### src/rtl/fetch_unit.sv
// Instruction-fetch stage: issues one word read at a time to instruction memory and
// hands the result to decode, with a one-entry skid buffer for responses that land during a stall.
module fetch_unit #(
    parameter int              PCLEN    = 32,
    parameter int              ILEN     = 32,
    parameter logic [ILEN-1:0] NOP_INST = 32'h00000013
) (
    input  logic             clk,
    input  logic             rst,
    input  logic [PCLEN-1:0] pcIn,
    input  logic             pcValid,
    output logic             fetchBusy,
    input  logic             flush,
    output logic             imemReq,
    output logic [PCLEN-1:0] imemAddr,
    input  logic             imemAck,
    input  logic [ILEN-1:0]  imemData,
    input  logic             stall,
    output logic             instValid,
    output logic [ILEN-1:0]  instOut,
    output logic [PCLEN-1:0] pcInstOut,
    output logic             misalign,
    output logic [31:0]      fetchCount
);

    typedef enum logic [1:0] {IDLE, REQ, HOLD} state_t;

    state_t            state;
    state_t            state_next;
    logic [PCLEN-1:0]  req_pc;
    logic              skid_valid;
    logic [ILEN-1:0]   skid_data;
    logic [PCLEN-1:0]  skid_pc;
    logic              drop_pending;

    logic out_free;
    logic transfer;
    logic aligned;
    logic start_req;
    logic finish_req;
    logic load_mem;
    logic load_nop;
    logic load_skid;
    logic capture_skid;
    logic drop_set;
    logic drop_clr;

    assign out_free  = !instValid || !stall;
    // A flushed instruction never counts as delivered, even if decode was not stalled.
    assign transfer  = instValid && !stall && !flush;
    assign aligned   = (pcIn[1:0] == 2'b00);
    assign fetchBusy = (state != IDLE);

    always_ff @(posedge clk or posedge rst) begin
        if (rst) begin
            state <= IDLE;
        end else begin
            state <= state_next;
        end
    end

    always_comb begin
        state_next   = state;
        start_req    = 1'b0;
        finish_req   = 1'b0;
        load_mem     = 1'b0;
        load_nop     = 1'b0;
        load_skid    = 1'b0;
        capture_skid = 1'b0;
        drop_set     = 1'b0;
        drop_clr     = 1'b0;
        case (state)
            IDLE: begin
                if (!flush && pcValid) begin
                    if (aligned) begin
                        start_req  = 1'b1;
                        state_next = REQ;
                    end else if (out_free) begin
                        load_nop = 1'b1;
                    end
                end
            end
            REQ: begin
                // The bus transaction always runs to its ack; a flush only marks the data for discard.
                if (imemAck) begin
                    finish_req = 1'b1;
                    state_next = IDLE;
                    if (drop_pending || flush) begin
                        drop_clr = 1'b1;
                    end else if (out_free) begin
                        load_mem = 1'b1;
                    end else begin
                        capture_skid = 1'b1;
                        state_next   = HOLD;
                    end
                end else if (flush) begin
                    drop_set = 1'b1;
                end
            end
            HOLD: begin
                if (flush || !skid_valid) begin
                    state_next = IDLE;
                end else if (!stall) begin
                    load_skid  = 1'b1;
                    state_next = IDLE;
                end
            end
            default: state_next = IDLE;
        endcase
    end

    always_ff @(posedge clk or posedge rst) begin
        if (rst) begin
            imemReq      <= 1'b0;
            imemAddr     <= '0;
            req_pc       <= '0;
            drop_pending <= 1'b0;
        end else begin
            if (start_req) begin
                imemReq  <= 1'b1;
                imemAddr <= pcIn;
                req_pc   <= pcIn;
            end else if (finish_req) begin
                imemReq <= 1'b0;
            end
            if (drop_set) begin
                drop_pending <= 1'b1;
            end else if (drop_clr) begin
                drop_pending <= 1'b0;
            end
        end
    end

    always_ff @(posedge clk or posedge rst) begin
        if (rst) begin
            instValid <= 1'b0;
            instOut   <= '0;
            pcInstOut <= '0;
            misalign  <= 1'b0;
        end else if (flush) begin
            instValid <= 1'b0;
            misalign  <= 1'b0;
        end else if (load_mem) begin
            instValid <= 1'b1;
            instOut   <= imemData;
            pcInstOut <= req_pc;
            misalign  <= 1'b0;
        end else if (load_nop) begin
            instValid <= 1'b1;
            instOut   <= NOP_INST;
            pcInstOut <= pcIn;
            misalign  <= 1'b1;
        end else if (load_skid) begin
            instValid <= 1'b1;
            instOut   <= skid_data;
            pcInstOut <= skid_pc;
            misalign  <= 1'b0;
        end else if (transfer) begin
            instValid <= 1'b0;
        end
    end

    always_ff @(posedge clk or posedge rst) begin
        if (rst) begin
            skid_valid <= 1'b0;
            skid_data  <= '0;
            skid_pc    <= '0;
        end else if (flush) begin
            skid_valid <= 1'b0;
        end else if (capture_skid) begin
            skid_valid <= 1'b1;
            skid_data  <= imemData;
            skid_pc    <= req_pc;
        end else if (load_skid) begin
            skid_valid <= 1'b0;
        end
    end

    always_ff @(posedge clk or posedge rst) begin
        if (rst) begin
            fetchCount <= '0;
        end else if (transfer) begin
            fetchCount <= fetchCount + 32'd1;
        end
    end

endmodule
### config.mk
export PLATFORM = sky130hd
export DESIGN_NAME = fetch_unit
export DESIGN_NICKNAME = d
export VERILOG_FILES = /design/src/rtl/fetch_unit.sv
export SDC_FILE = /design/constraint.sdc
export NUM_CORES = 1
export LEC_CHECK = 0
export CORE_UTILIZATION = 46
export DETAILED_ROUTE_END_ITERATION = 7
export GPL_ROUTABILITY_DRIVEN = 0
export PLACE_DENSITY = 0.77
export SKIP_CTS_REPAIR_TIMING = 1
export SYNTH_ARGS = -nofsm -noshare
export SYNTH_HDL_FRONTEND = slang
export SYNTH_SLANG_ARGS = --single-unit
### constraint.sdc
create_clock -name clk -period 6.6 [get_ports clk]
set_input_delay 1.32 -clock clk [delete_from_list [all_inputs] [get_ports clk]]
set_output_delay 1.32 -clock clk [all_outputs]
set_load 0.02 [all_outputs]
==> flow_metrics.tcl <==
set metrics [dict create \
    min_to "fetchCount[31]" \
    max-slew-margin-rel_pct 22.8 \
    initial_utilization_pct 46.9 \
    n_antenna_cell 0 \
    synth.avg_cell_area_sq_um 11.9 \
    wl_per_cell_um 19.8 \
    status "finished clean" \
    ctsRootBufferMaster "clkbuf_16" \
    synth_top_area_share_pct 56.7 \
    synth_common_cells "199 x dfrtp_1, 95 x mux2_2, 83 x nand3_1" \
    die_h_um 140 \
    crit_type "in2reg" \
    first_iter_violations 468 \
    drc_errors 0 \
    synthMostInstantiatedCell "dfrtp_1" \
    worstRegToRegCells 4 \
    multi_input_area_sq_um 3550 \
    grt_max_degree 200 \
    synth_fp_nets 807 \
    min_period_ps 4280 \
    overflow 0 \
    synth_edf_count 0 \
    dieArea_sq_um 19600 \
    switching_share_pct 30.0 \
    critPathLaunchType "primary input" \
    rsz0062_at_grt "no" \
    setup_viol 0 \
    grt_pass1_vias 6918 \
    hold_class "reg2reg" \
    r2r_start "state[0]" \
    fp.coreArea_sq_um 18700 \
    worst_setup_path_end_kind "register" \
    worst_slew_pin_slew_ps 1160 \
    ioPinCount 202 \
    skew_ps 8.77 \
    track_usage_pct 23.8 \
    yosysSeqAreaShare_pct 56.7 \
    synth_area_leader_cell "dfrtp_1" \
    yosys_warnings 0 \
    htreeDepth 4 \
    ys_top_cells_by_area "dfrtp_1 57%, mux2_2 12%, o22a_1 6.0%" \
    power.internal_mw 2.42 \
    comb_power_share_pct 26.6 \
    hold_viol_final 0 \
    io_buffers 201 \
    num_rows 50 \
    cts_tree "built" \
    seq_area_sq_um 4980 \
    min-delay-start "fetchCount[31]" \
    synth_top_flop_cell "dfrtp_1" \
    drive_above_1_share_pct 15.5 \
    arrival_ps 4590 \
    async_reset_ff_share_pct 100 \
    seqPwrFrac_pct 45.0 \
    drt_wl_total_mm 22.9 \
    n_fill_cell 1472 \
    fin_nets 978 \
    cellPowerDensity_nw_per_um2 301 \
    dr.pass1.iters 5 \
    pwr-share-clk_pct 28.4 \
    vias_per_cell 5.88 \
    required_ps 6910 \
    setup_tns_ps 0 \
    netlist_instances 736 \
    ant_nets 0 \
    vdd_drop_max_mv 0.204 \
    design_area_sq_um 11500 \
    worst_hold_path.num_cells 1 \
    max-cap-violations 0 \
    grt_first_pass_wirelength_mm 36.6 \
    antenna_found_initial 0 \
    path_clk_slew_ps 70 \
    syn_to_final_growth_pct 31.0 \
    r2r_setup_slack_ps 3430 \
    ys_seq_elements 199 \
    p_sw_mw 1.04 \
    fin_crit_sh_pct 64.8 \
    final_util_pct 61.5 \
    hpwl_mm 14.0 \
    worstPathMaxFanout 20 \
    finalMaxSlewViolations 0 \
    clock-sinks 199 \
    numCtsBuffers 17 \
    ys_types 39 \
    post_dp_cell_area_sq_um 11000 \
    fmax_mhz 234 \
    netlist_area_sq_um 8780 \
    power_leakage_nw 4.89 \
    clk_latency_ps 430 \
    fp.dieW_um 140 \
    vias 6789 \
    rr_endpoint "req_pc[24]" \
    clock_path_buffers 2 \
]
==> through the flow <==
stage | worst slack [ps] | total power [mW] | hold WS (ps) | instances
6_report | 2320 | 3.46 | 475 | 1154
3_3_place_gp | 2000 | 2.49 | 463 | 1122
5_1_grt | 2110 | 3.60 | 487 | 1154
3_5_place_dp | 1930 | 2.50 | 471 | 1122
4_1_cts | 2370 | 3.48 | 480 | 1154
2_1_floorplan | 2710 | 2.02 | 463 | 736
==> worst max-delay path, cell delays in order <==
cell,delay [ps]
clkdlybuf4s50_1,670
nor4b_4,1040
nand2_1,780
buf_4,460
mux2_2,300
==> cell usage in the layout (no fill, tap or decap), types with 2 or more instances in the layout <==
cell	count
a21oi_1	31
a2bb2oi_1	34
a32o_1	2
and2_1	3
and3_1	7
and4_1	3
buf_4	10
clkbuf_1	6
clkbuf_16	17
clkbuf_8	2
clkdlybuf4s50_1	201
clkinv_2	2
clkinvlp_4	4
dfrtp_1	199
inv_1	7
mux2_2	95
nand2_1	40
nand3_1	82
nand4_1	9
nor2_1	9
nor3_1	2
nor4_1	3
o21ai_0	4
o22a_1	60
o22ai_1	34
or2_2	2
xnor2_1	28
xor2_1	3
==> state kept, by name (all words and copies together), names as in the netlist <==
register / cells
req_pc: 32
misalign: 1
pcInstOut: 32
instValid: 1
skid_pc: 32
imemReq: 1
state: 2
fetchCount: 32
drop_pending: 1
skid_valid: 1
instOut: 32
skid_data: 32
==> power by group through the flow <==
stage	Combinational (mW)	Sequential, mW	Clock [mW]
final	0.921	1.56	0.982
after global routing	0.969	1.58	1.05
after CTS	0.929	1.56	0.997
after detailed placement	0.923	1.58	0
after global placement	0.911	1.57	0
after floorplan	0.284	1.74	0
==> worst max-delay path by stage <==
stage | start | end | slack (ps)
finish | flush | req_pc[24] | 2320
global route | flush | req_pc[22] | 2110
CTS | flush | req_pc[24] | 2370
detailed placement | flush | req_pc[24] | 1930
global placement | flush | req_pc[28] | 2000
floorplan | rst | drop_pending | 2710
==> cell families (layout without fill, tap and decap cells) <==
family          Yosys count  count (layout)  share of synthesized area, %
buf+inv                  68             252                          3.38
flops                   199             199                          56.7
compound gates          169             169                          14.3
mux                      95              95                          12.2
simple gates            173             173                          10.2
xor+xnor                 31              31                          3.09
fa+ha+maj                 1               1                         0.142
==> metal layers <==
layer | vias up | wire length [um] | share of wire, % | global-route usage, %
met2 | 219 | 11000 | 48 | 38.1
met4 | 0 | 669 | 2.9 | 10.6
met1 | 3464 | 10300 | 45 | 32.3
li1 | 3066 | - | - | -
met5 | - | 0 | 0 | 0
met3 | 40 | 890 | 3.9 | 3.73
==> layout make-up <==
cell class,instances,area share (%)
clock inverters,7,0.620
flip-flops and latches,199,43.3
repair buffers,212,18.3
inverters,8,0.294
well taps,234,2.54
multi-input cells,469,30.8
clock buffers,25,4.13
(Power assumes the default switching activity.)
